File: src/rtl/dac_exp_pkg.sv
// Shared types and defaults for the DAC expansion driver.
package dac_exp_pkg;

  // Driver sequencing states
  typedef enum logic [1:0] {
    ST_OFF  = 2'd0,
    ST_WAKE = 2'd1,
    ST_RUN  = 2'd2,
    ST_STOP = 2'd3
  } dac_state_e;

  // CLK cycles the DAC is given to power up before conversions start
  localparam int unsigned WAKE_CYCLES_DEFAULT = 1024;

  // Mid-scale code driven whenever the stream is not running
  localparam logic [7:0] IDLE_CODE_DEFAULT = 8'h80;

endpackage

File: src/rtl/dac_sample_fifo.sv
// Synchronous sample FIFO, DATA_WIDTH x 2**FIFO_AW, with flush.
// Push while full and pop while empty are ignored; flush wins over push.
module dac_sample_fifo
  import dac_exp_pkg::*;
#(
  parameter int DATA_WIDTH = 8,
  parameter int FIFO_AW    = 4
) (
  input  logic                  CLK,
  input  logic                  RST_n,
  input  logic                  push,
  input  logic                  pop,
  input  logic                  flush,
  input  logic [DATA_WIDTH-1:0] din,
  output logic [DATA_WIDTH-1:0] dout,
  output logic                  full,
  output logic                  empty,
  output logic [FIFO_AW:0]      level
);

  localparam int DEPTH = 2 ** FIFO_AW;

  logic [DATA_WIDTH-1:0] mem_q [DEPTH];
  logic [FIFO_AW-1:0]    wr_ptr_q, wr_ptr_d;
  logic [FIFO_AW-1:0]    rd_ptr_q, rd_ptr_d;
  logic [FIFO_AW:0]      level_q, level_d;
  logic                  do_push, do_pop;

  assign full  = (level_q == (FIFO_AW + 1)'(DEPTH));
  assign empty = (level_q == '0);
  assign level = level_q;
  assign dout  = mem_q[rd_ptr_q];

  // Next pointer/occupancy; pointers wrap naturally at DEPTH
  always_comb begin
    // NOTE: every signal gets a default first so no path leaves it unassigned (no latch).
    do_push  = push && !full && !flush;
    do_pop   = pop && !empty && !flush;
    wr_ptr_d = wr_ptr_q;
    rd_ptr_d = rd_ptr_q;
    level_d  = level_q;
    if (flush) begin
      wr_ptr_d = '0;
      rd_ptr_d = '0;
      level_d  = '0;
    end else begin
      if (do_push) wr_ptr_d = wr_ptr_q + FIFO_AW'(1);
      if (do_pop)  rd_ptr_d = rd_ptr_q + FIFO_AW'(1);
      unique case ({do_push, do_pop})
        2'b10:   level_d = level_q + (FIFO_AW + 1)'(1);
        2'b01:   level_d = level_q - (FIFO_AW + 1)'(1);
        default: level_d = level_q;
      endcase
    end
  end

  // Pointer and occupancy registers
  always_ff @(posedge CLK or negedge RST_n) begin
    // NOTE: sequential state uses non-blocking assignment so all flops update together.
    if (!RST_n) begin
      wr_ptr_q <= '0;
      rd_ptr_q <= '0;
      level_q  <= '0;
    end else begin
      wr_ptr_q <= wr_ptr_d;
      rd_ptr_q <= rd_ptr_d;
      level_q  <= level_d;
    end
  end

  // Sample storage write port
  // NOTE: storage has no reset; occupancy guards every read, so stale contents are never seen.
  always_ff @(posedge CLK) begin
    if (do_push) mem_q[wr_ptr_q] <= din;
  end

endmodule

File: src/rtl/dac_expansion_driver.sv
// Drives an 8-bit parallel DAC: buffers a sample stream, divides CLK into
// DAC_CLK, sequences power-up/down and updates DAC_Dout on falling toggles
// so each code has a full half-period of setup before the latching edge.
module dac_expansion_driver
  import dac_exp_pkg::*;
#(
  parameter int                    DATA_WIDTH  = 8,
  parameter int                    DIV_WIDTH   = 16,
  parameter int                    FIFO_AW     = 4,
  parameter int unsigned           WAKE_CYCLES = WAKE_CYCLES_DEFAULT,
  parameter logic [DATA_WIDTH-1:0] IDLE_CODE   = DATA_WIDTH'(IDLE_CODE_DEFAULT)
) (
  input  logic                  CLK,
  input  logic                  RST_n,
  input  logic                  enable,
  input  logic [DIV_WIDTH-1:0]  half_period,
  input  logic [DATA_WIDTH-1:0] s_data,
  input  logic                  s_valid,
  output logic                  s_ready,
  output logic                  DAC_CLK,
  output logic                  DAC_PWR,
  output logic [DATA_WIDTH-1:0] DAC_Dout,
  output logic                  underflow,
  output logic [FIFO_AW:0]      fifo_level
);

  localparam int WAKE_W = $clog2(WAKE_CYCLES + 1);
  localparam logic [WAKE_W-1:0] WAKE_LAST = WAKE_W'(WAKE_CYCLES - 1);

  dac_state_e            state_q, state_d;
  logic [WAKE_W-1:0]     wake_cnt_q, wake_cnt_d;
  logic [DIV_WIDTH-1:0]  div_cnt_q, div_cnt_d;
  logic [DIV_WIDTH-1:0]  hp_q, hp_d;
  logic                  dac_clk_q, dac_clk_d;
  logic                  dac_pwr_q, dac_pwr_d;
  logic [DATA_WIDTH-1:0] dac_dout_q, dac_dout_d;
  logic                  underflow_q, underflow_d;

  logic [DIV_WIDTH-1:0]  hp_eff;
  logic                  toggle;
  logic                  fifo_push, fifo_pop, fifo_flush;
  logic                  fifo_full, fifo_empty;
  logic [DATA_WIDTH-1:0] fifo_dout;

  assign s_ready    = !fifo_full && (state_q != ST_OFF);
  assign fifo_push  = s_valid && s_ready;

  assign DAC_CLK    = dac_clk_q;
  assign DAC_PWR    = dac_pwr_q;
  assign DAC_Dout   = dac_dout_q;
  assign underflow  = underflow_q;

  dac_sample_fifo #(
    .DATA_WIDTH (DATA_WIDTH),
    .FIFO_AW    (FIFO_AW)
  ) u_fifo (
    .CLK   (CLK),
    .RST_n (RST_n),
    .push  (fifo_push),
    .pop   (fifo_pop),
    .flush (fifo_flush),
    .din   (s_data),
    .dout  (fifo_dout),
    .full  (fifo_full),
    .empty (fifo_empty),
    .level (fifo_level)
  );

  // Sequencing, clock division and sample presentation
  always_comb begin
    state_d     = state_q;
    wake_cnt_d  = '0;
    div_cnt_d   = div_cnt_q;
    hp_d        = hp_q;
    dac_clk_d   = dac_clk_q;
    dac_dout_d  = dac_dout_q;
    underflow_d = 1'b0;
    fifo_pop    = 1'b0;
    hp_eff      = (half_period == '0) ? DIV_WIDTH'(1) : half_period;
    toggle      = (div_cnt_q == hp_q - DIV_WIDTH'(1));

    unique case (state_q)
      ST_OFF: begin
        div_cnt_d  = '0;
        dac_clk_d  = 1'b0;
        dac_dout_d = IDLE_CODE;
        if (enable) state_d = ST_WAKE;
      end
      ST_WAKE: begin
        div_cnt_d = '0;
        dac_clk_d = 1'b0;
        hp_d      = hp_eff;
        if (!enable)                    state_d = ST_OFF;
        else if (wake_cnt_q == WAKE_LAST) state_d = ST_RUN;
        else                            wake_cnt_d = wake_cnt_q + WAKE_W'(1);
      end
      ST_RUN, ST_STOP: begin
        if (state_q == ST_RUN && !enable) state_d = ST_STOP;
        if (toggle) begin
          div_cnt_d = '0;
          dac_clk_d = !dac_clk_q;
          hp_d      = hp_eff;
          if (dac_clk_q) begin
            // Falling toggle: new code gets a whole low half-period of setup
            if (state_q == ST_STOP) begin
              dac_dout_d = IDLE_CODE;
              state_d    = ST_OFF;
            end else if (fifo_empty) begin
              underflow_d = 1'b1;
            end else begin
              fifo_pop   = 1'b1;
              dac_dout_d = fifo_dout;
            end
          end
        end else begin
          div_cnt_d = div_cnt_q + DIV_WIDTH'(1);
        end
      end
      default: state_d = ST_OFF;
    endcase

    // FIFO is emptied on every path into OFF and held empty there
    fifo_flush = (state_d == ST_OFF);
    // Power drops as WAKE is entered, and returns one cycle after OFF is reached
    dac_pwr_d  = (state_q == ST_OFF) && !enable;
  end

  // State and output registers
  always_ff @(posedge CLK or negedge RST_n) begin
    if (!RST_n) begin
      state_q     <= ST_OFF;
      wake_cnt_q  <= '0;
      div_cnt_q   <= '0;
      hp_q        <= DIV_WIDTH'(1);
      dac_clk_q   <= 1'b0;
      dac_pwr_q   <= 1'b1;
      dac_dout_q  <= IDLE_CODE;
      underflow_q <= 1'b0;
    end else begin
      state_q     <= state_d;
      wake_cnt_q  <= wake_cnt_d;
      div_cnt_q   <= div_cnt_d;
      hp_q        <= hp_d;
      dac_clk_q   <= dac_clk_d;
      dac_pwr_q   <= dac_pwr_d;
      dac_dout_q  <= dac_dout_d;
      underflow_q <= underflow_d;
    end
  end

endmodule

File: config.mk
export PLATFORM = sky130hd
export DESIGN_NAME = dac_expansion_driver
export DESIGN_NICKNAME = d
export VERILOG_FILES = /design/src/rtl/dac_exp_pkg.sv /design/src/rtl/dac_sample_fifo.sv /design/src/rtl/dac_expansion_driver.sv
export SDC_FILE = /design/constraint.sdc
export NUM_CORES = 1
export LEC_CHECK = 0
export BUFFER_PORTS_ARGS = -buffer_cell sky130_fd_sc_hd__buf_4
export CAP_MARGIN = 20
export CORE_MARGIN = 5
export CORE_UTILIZATION = 45
export DETAILED_ROUTE_END_ITERATION = 16
export PLACE_DENSITY = 0.63
export SLEW_MARGIN = 20
export SYNTH_ARGS = -nofsm -noshare
export SYNTH_HDL_FRONTEND = slang
export SYNTH_HIERARCHICAL = 1
export SYNTH_SLANG_ARGS = --single-unit
File: constraint.sdc
create_clock -name CLK -period 10.95 [get_ports CLK]
set_input_delay 0.5475 -clock CLK [delete_from_list [all_inputs] [get_ports CLK]]
set_output_delay 0.5475 -clock CLK [all_outputs]
set_load 0.02 [all_outputs]
# Yosys cells after proc, flatten, opt, wreduce, memory -nomap -nowiden
# Memory sizes are Yosys's and may differ from the RTL's.
# Index checks and enable logic that the tools add are counted.
totals:
  ff_bits: 69
  input_bits: 28
  output_inout_bits: 17
  mem_count: 1
  ram_bits: 128
  word_cells: 98
classes:
  add_sub_neg: 7
  n_reduce_logical: 27
  muxes: 41
  n_eq_ne: 11
memory_table:
  columns: ["memory", "depth", "word_bits", "read_ports", "rd_clocked_by_memory_dff", "write_ports", "line", "text"]
  rows:
  - ["u_fifo.mem_q", 16, 8, 1, 0, 1, "dac_sample_fifo.sv:23", "logic [DATA_WIDTH-1:0] mem_q [DEPTH];"]
ops:
  columns: ["cell", "n"]
  rows:
  - ["$pmux W16 S2", 2]
  - ["$mux W16", 3]
  - ["$mux W11", 3]
  - ["$mux W8", 4]
  - ["$add A16 B1 Y16 const B", 1]
  - ["$eq A16 B16 Y1", 1]
  - ["$logic_not A16 Y1", 1]
  - ["$mux W4", 4]
  - ["$pmux W8 S2", 1]
  - ["$sub A16 B1 Y16 const B", 1]
  - ["$mux W2", 7]
  - ["$mux W1", 13]
  - ["$add A11 B1 Y11 const B", 1]
  - ["$eq A11 B10 Y1 const B", 1]
  - ["$pmux W5 S2", 1]
  - ["$reduce_bool A2 Y1", 5]
  - ["$add A4 B1 Y4 const B", 2]
  - ["$logic_and A1 B1 Y1", 8]
  - ["$eq A2 B2 Y1 const B", 3]
  - ["$pmux W2 S3", 1]
  - ["$add A5 B1 Y5 const B", 1]
  - ["$eq A5 B5 Y1 const B", 1]
  - ["$logic_not A1 Y1", 5]
  - ["$logic_not A5 Y1", 1]
  - ["other kinds (11)", 15]

# Depth between registers and ports, before layout
depth:
  word_depth: 13
  ltp_mapped: 18
  ltp_nobuf: 17

# Hierarchy
# The synthesis kept the hierarchy.
modules_own_cells:
  columns: ["mod", "area_per_inst_um2", "cells_per_inst", "n_inst"]
  rows:
  - ["dac_sample_fifo", 5929.4, 358, 1]
  - ["dac_expansion_driver", 3407.0, 348, 1]

# Least setup slack after synthesis
# No wires, ideal clock.
synth_path:
  path_kind: "register to register"
  startpoint: "reg hp_q[0]"
  endpoint: "reg u_fifo.level_q[4] (netlist: u_fifo/level[4])"
  period_less_slack_ns: 4.542
  setup_ns: 0.140
  path_stages_with_launch: 18
  slack_ns: 6.408
  arrival_ns: 4.402
  path_buffers: 1
  cell_sequence: "dfstp_2 -> inv_1 -> ha_1 -> nor2b_1 -> or3_2 -> a31oi_1 -> o211ai_1 -> nor3_4 -> nand3_1 -> nor4b_1 -> clkbuf_1 -> o21ai_1 -> or3_1 -> fa_1 -> nand2b_1 -> a2111o_1 -> o311ai_0 -> a31oi_1"
synth_via:
  elab_cells_between_ends: 16
synth_lines:
  columns: ["item", "line", "text"]
  rows:
  - ["start, declared", "dac_expansion_driver.sv:33", "logic [DIV_WIDTH-1:0] hp_q, hp_d;"]
  - ["start signal, assigned", "dac_expansion_driver.sv:143", "hp_q <= hp_d;"]
  - ["$sub A16 B1 Y16 *", "dac_expansion_driver.sv:80", "toggle = (div_cnt_q == hp_q - DIV_WIDTH'(1));"]
  - ["$eq A16 B16 Y1 *", "dac_expansion_driver.sv:80", null]
  - ["$mux W1 *", "dac_expansion_driver.sv:99", "if (toggle) begin"]
  - ["$mux W1 *", "dac_expansion_driver.sv:82", "unique case (state_q)"]
  - ["net fifo_pop", "dac_expansion_driver.sv:41", "logic fifo_push, fifo_pop, fifo_flush;"]
  - ["$logic_and A1 B1 Y1 * (2 in a row)", "dac_sample_fifo.sv:38", "do_pop = pop && !empty && !flush;"]
  - ["$eq A2 B1 Y1 / $eq A2 B2 Y1 (equally long branches)", "dac_sample_fifo.sv:49", "unique case ({do_push, do_pop})"]
  - ["$pmux W5 S2", "dac_sample_fifo.sv:49", null]
  - ["$mux W5", "dac_sample_fifo.sv:42", "if (flush) begin"]
  - ["end signal, assigned", "dac_sample_fifo.sv:67", "level_q <= level_d;"]
  - ["end, declared", "dac_sample_fifo.sv:26", "logic [FIFO_AW:0] level_q, level_d;"]
# The timed path passes the listed nets; every way through them passes the cells marked *.
# A chain may end at the register's enable or synchronous reset.

# Worst setup path in the final report
# Ends and elaborated chain as after synthesis.

==> results.ini <==
[sta]
min_period_over_period = 0.457
max_slew_margin = 0.295
finalSetupViolCount = 0
clock_skew_ns = 0.0249
rsz0062_at_grt = no
max_clock_freq_mhz = 200
hold_viol = 0
tightest_slew_ns = 1.05
slew_violations = 0
layout_min_cycle_time_ns = 5.00
tns_ns = 0

[critical_path]
r2r_end = u_fifo/level[4]
start_kind = flip-flop
worstSetupEndpointType = flip-flop
crit_arrival_ns = 5.36
critical_path_class = reg2reg
r2r_start = hp_q[0]
cp_max_fo = 8
worst-endpoint-required_ns = 11.31
rr_worst_depth = 18
reg2reg_slack_ns = 5.95

[clock_tree]
cts_root_buffer = clkbuf_16
post_cts_buffers = 0
clockBufferDepth = 2
clkTransAtPathRegs_ns = 0.09
numCtsBuffers = 17
clock_latency_ns = 0.44
htreeDepth = 4
cts.sinks = 197
hold_buffers = 0
post_cts_resized = 0
cts_tree = built

[status]
status = finished, final reports clean

[yosys]
synthArstFlopShare = 0.350
synth_edf_count = 128
synthCells = 706
synth_cell_types = 75
ys_seq_area_frac = 0.597
ys_ff_latch = 197
synth_top_area_cell = edfxtp_1
synth_top_area_frac = 0.412
synth.area.top_cells = edfxtp_1, dfrtp_1, mux2i_1
yosysWarningCount = 6
syn_avg_cell_area_um2 = 13.2
synth_area_um2 = 9340
synth_ff_type = edfxtp_1
syn_nets = 746

[detailed_routing]
vias = 5757
drt-pass1-iter-count = 5
route.detailed.drc = 0
wl_met2_mm = 9.90
viasPerCell = 5.59
highest_layer = met4
wl_per_cell_um = 19.0
ant_nets = 0
drtIter0Drc = 311
wirelength_mm = 19.6
dr_wl_met3_um = 627
wl_met1_mm = 8.54

[pwr]
switching_share = 0.268
p_int_w = 0.00118
p_sw_w = 0.000430
power_frac_comb = 0.094
p_clk_frac = 0.389
power.density_nw_per_um2 = 153
vdd_drop_max_uv = 111
total_leakage_power_nw = 3.83
seq_power_share = 0.517

[global_route]
grt_max_degree = 70
track_usage = 0.168
grt_pass1_wl_mm = 31.8
grt.overflow.total = 0
first_global_vias = 5929
antenna_found_initial = 0

[cells_and_area]
finish.net_count = 786
drive_gt1_frac = 0.208
syn_to_final_growth_pct = 12.7
n_antenna_cell = 0
fin_util = 0.517

[placement]
gp_congestion = 0.802
port_buffers = 44
dp.final_hpwl_mm = 13.7

[die]
fp.dieH_um = 154
core_um2 = 20400
fp-row-count = 52
start_util = 0.458
dieArea_um2 = 23700
io_pins = 45
die_w_um = 154

[job]
maxCapViolCount = 0

[worst_hold_path]
min_path_type = in2async

==> flip-flops by register name, indices dropped and copies added (netlist names) <==
signal,flops
u_fifo/mem_q,128
DAC_CLK,1
state_q,2
DAC_Dout,8
DAC_PWR,1
div_cnt_q,16
hp_q,16
u_fifo/level,5
u_fifo/rd_ptr_q,4
u_fifo/wr_ptr_q,4
underflow,1
wake_cnt_q,11
==> placed cells by master (no fill, tap or decap), types with 5 or more instances in the layout <==
cell type / netlist / layout
a22oi_1: 9 / 9
a21oi_1: 15 / 15
nor3_1: 12 / 12
xor2_1: 23 / 23
nor4_1: 8 / 8
nor2b_1: 8 / 8
buf_4: 3 / 58
mux2_2: 13 / 13
a31oi_1: 5 / 5
mux4_2: 16 / 16
xnor2_1: 26 / 26
nor2_1: 65 / 65
and3_1: 18 / 18
mux2_4: 9 / 9
nand3_1: 25 / 25
ha_1: 11 / 11
clkbuf_16: 0 / 17
mux2i_1: 36 / 36
edfxtp_1: 128 / 128
dfrtp_1: 66 / 65
a221oi_1: 16 / 16
inv_1: 18 / 18
and2_1: 5 / 5
o21ai_0: 18 / 17
nand2_1: 43 / 43
==> layout make-up <==
| type | instances | area, um2 |
|---|---|---|
| flip-flops and latches | 197 | 5580 |
| clock inverters | 15 | 176 |
| well taps | 270 | 338 |
| inverters | 19 | 71.3 |
| clock buffers | 17 | 425 |
| fillers | 1712 | 9840 |
| repair buffers | 58 | 435 |
| multi-input cells | 453 | 3500 |
==> metal layers <==
layer | global-route usage | vias up
met5 | 0 | -
met4 | 0.0614 | 0
met3 | 0.0281 | 29
met2 | 0.288 | 117
met1 | 0.214 | 2881
li1 | - | 2730
==> synthesized netlist by cell type, drive strengths merged (8+ instances only) <==
cell	instances
dfrtp	66
nor4	11
buf	14
and3	21
xor2	23
clkbuf	23
nor2b	8
nand3	25
o21ai	20
nand2	44
edfxtp	128
a21oi	15
mux2	22
mux4	16
xnor2	26
nor3	13
a22oi	9
ha	11
a221oi	17
inv	18
mux2i	36
nor2	65
==> critical path, stage by stage (launching register included) <==
cell,delay (ns)
dfstp_2,0.59
inv_1,0.07
ha_1,0.27
nor2b_1,0.20
or3_2,0.46
a31oi_1,0.34
o211ai_1,0.23
nor3_4,0.32
nand3_1,0.17
nor4b_1,0.27
buf_4,0.20
o21ai_1,0.12
or3_1,0.41
inv_1,0.12
ha_1,0.27
nor2_1,0.14
a21oi_1,0.08
or4_1,0.48
a31oi_1,0.16
==> worst max-delay path by stage <==
stage	start	end	cells after the start
2_1_floorplan	hp_q[0]	u_fifo/level[4]	17
3_3_place_gp	hp_q[0]	u_fifo/level[4]	17
3_5_place_dp	hp_q[0]	u_fifo/level[4]	17
4_1_cts	hp_q[0]	u_fifo/level[4]	18
5_1_grt	hp_q[0]	u_fifo/level[4]	18
6_report	hp_q[0]	u_fifo/level[4]	18
==> through the flow <==
stage	area [um2]	total power (W)	hold slack [ns]	setup WS, ns	instances
6_report	10500	0.00161	0.245	5.95	1029
3_3_place_gp	9920	0.000992	0.473	6.04	997
5_1_grt	10500	0.00167	0.324	5.58	1029
4_1_cts	10500	0.00162	0.265	5.92	1029
2_1_floorplan	9340	0.000945	0.252	6.41	706
3_5_place_dp	9920	0.000997	0.493	5.96	997
==> power by group through the flow <==
stage               combinational (W)  sequential (W)  clock, W
floorplan                    0.000101        0.000844         0
global placement             0.000148        0.000844         0
detailed placement           0.000152        0.000845         0
CTS                          0.000153        0.000829  0.000638
global route                 0.000168        0.000832  0.000674
finish                       0.000151        0.000830  0.000624
==> cells by family (layout without fill, tap and decap cells) <==
kind of cell | Yosys count | after routing | share of synthesized area
AOI/OAI and AO/OA | 95 | 95 | 0.0785
xor gates and xnor gates | 49 | 49 | 0.0460
adders and majority gates | 12 | 12 | 0.0169
buffers and inverters | 56 | 109 | 0.0281
DFF | 197 | 197 | 0.597
muxes | 74 | 74 | 0.107
and+or+nand+nor | 223 | 223 | 0.126
Power figures use the tool's default switching activity.
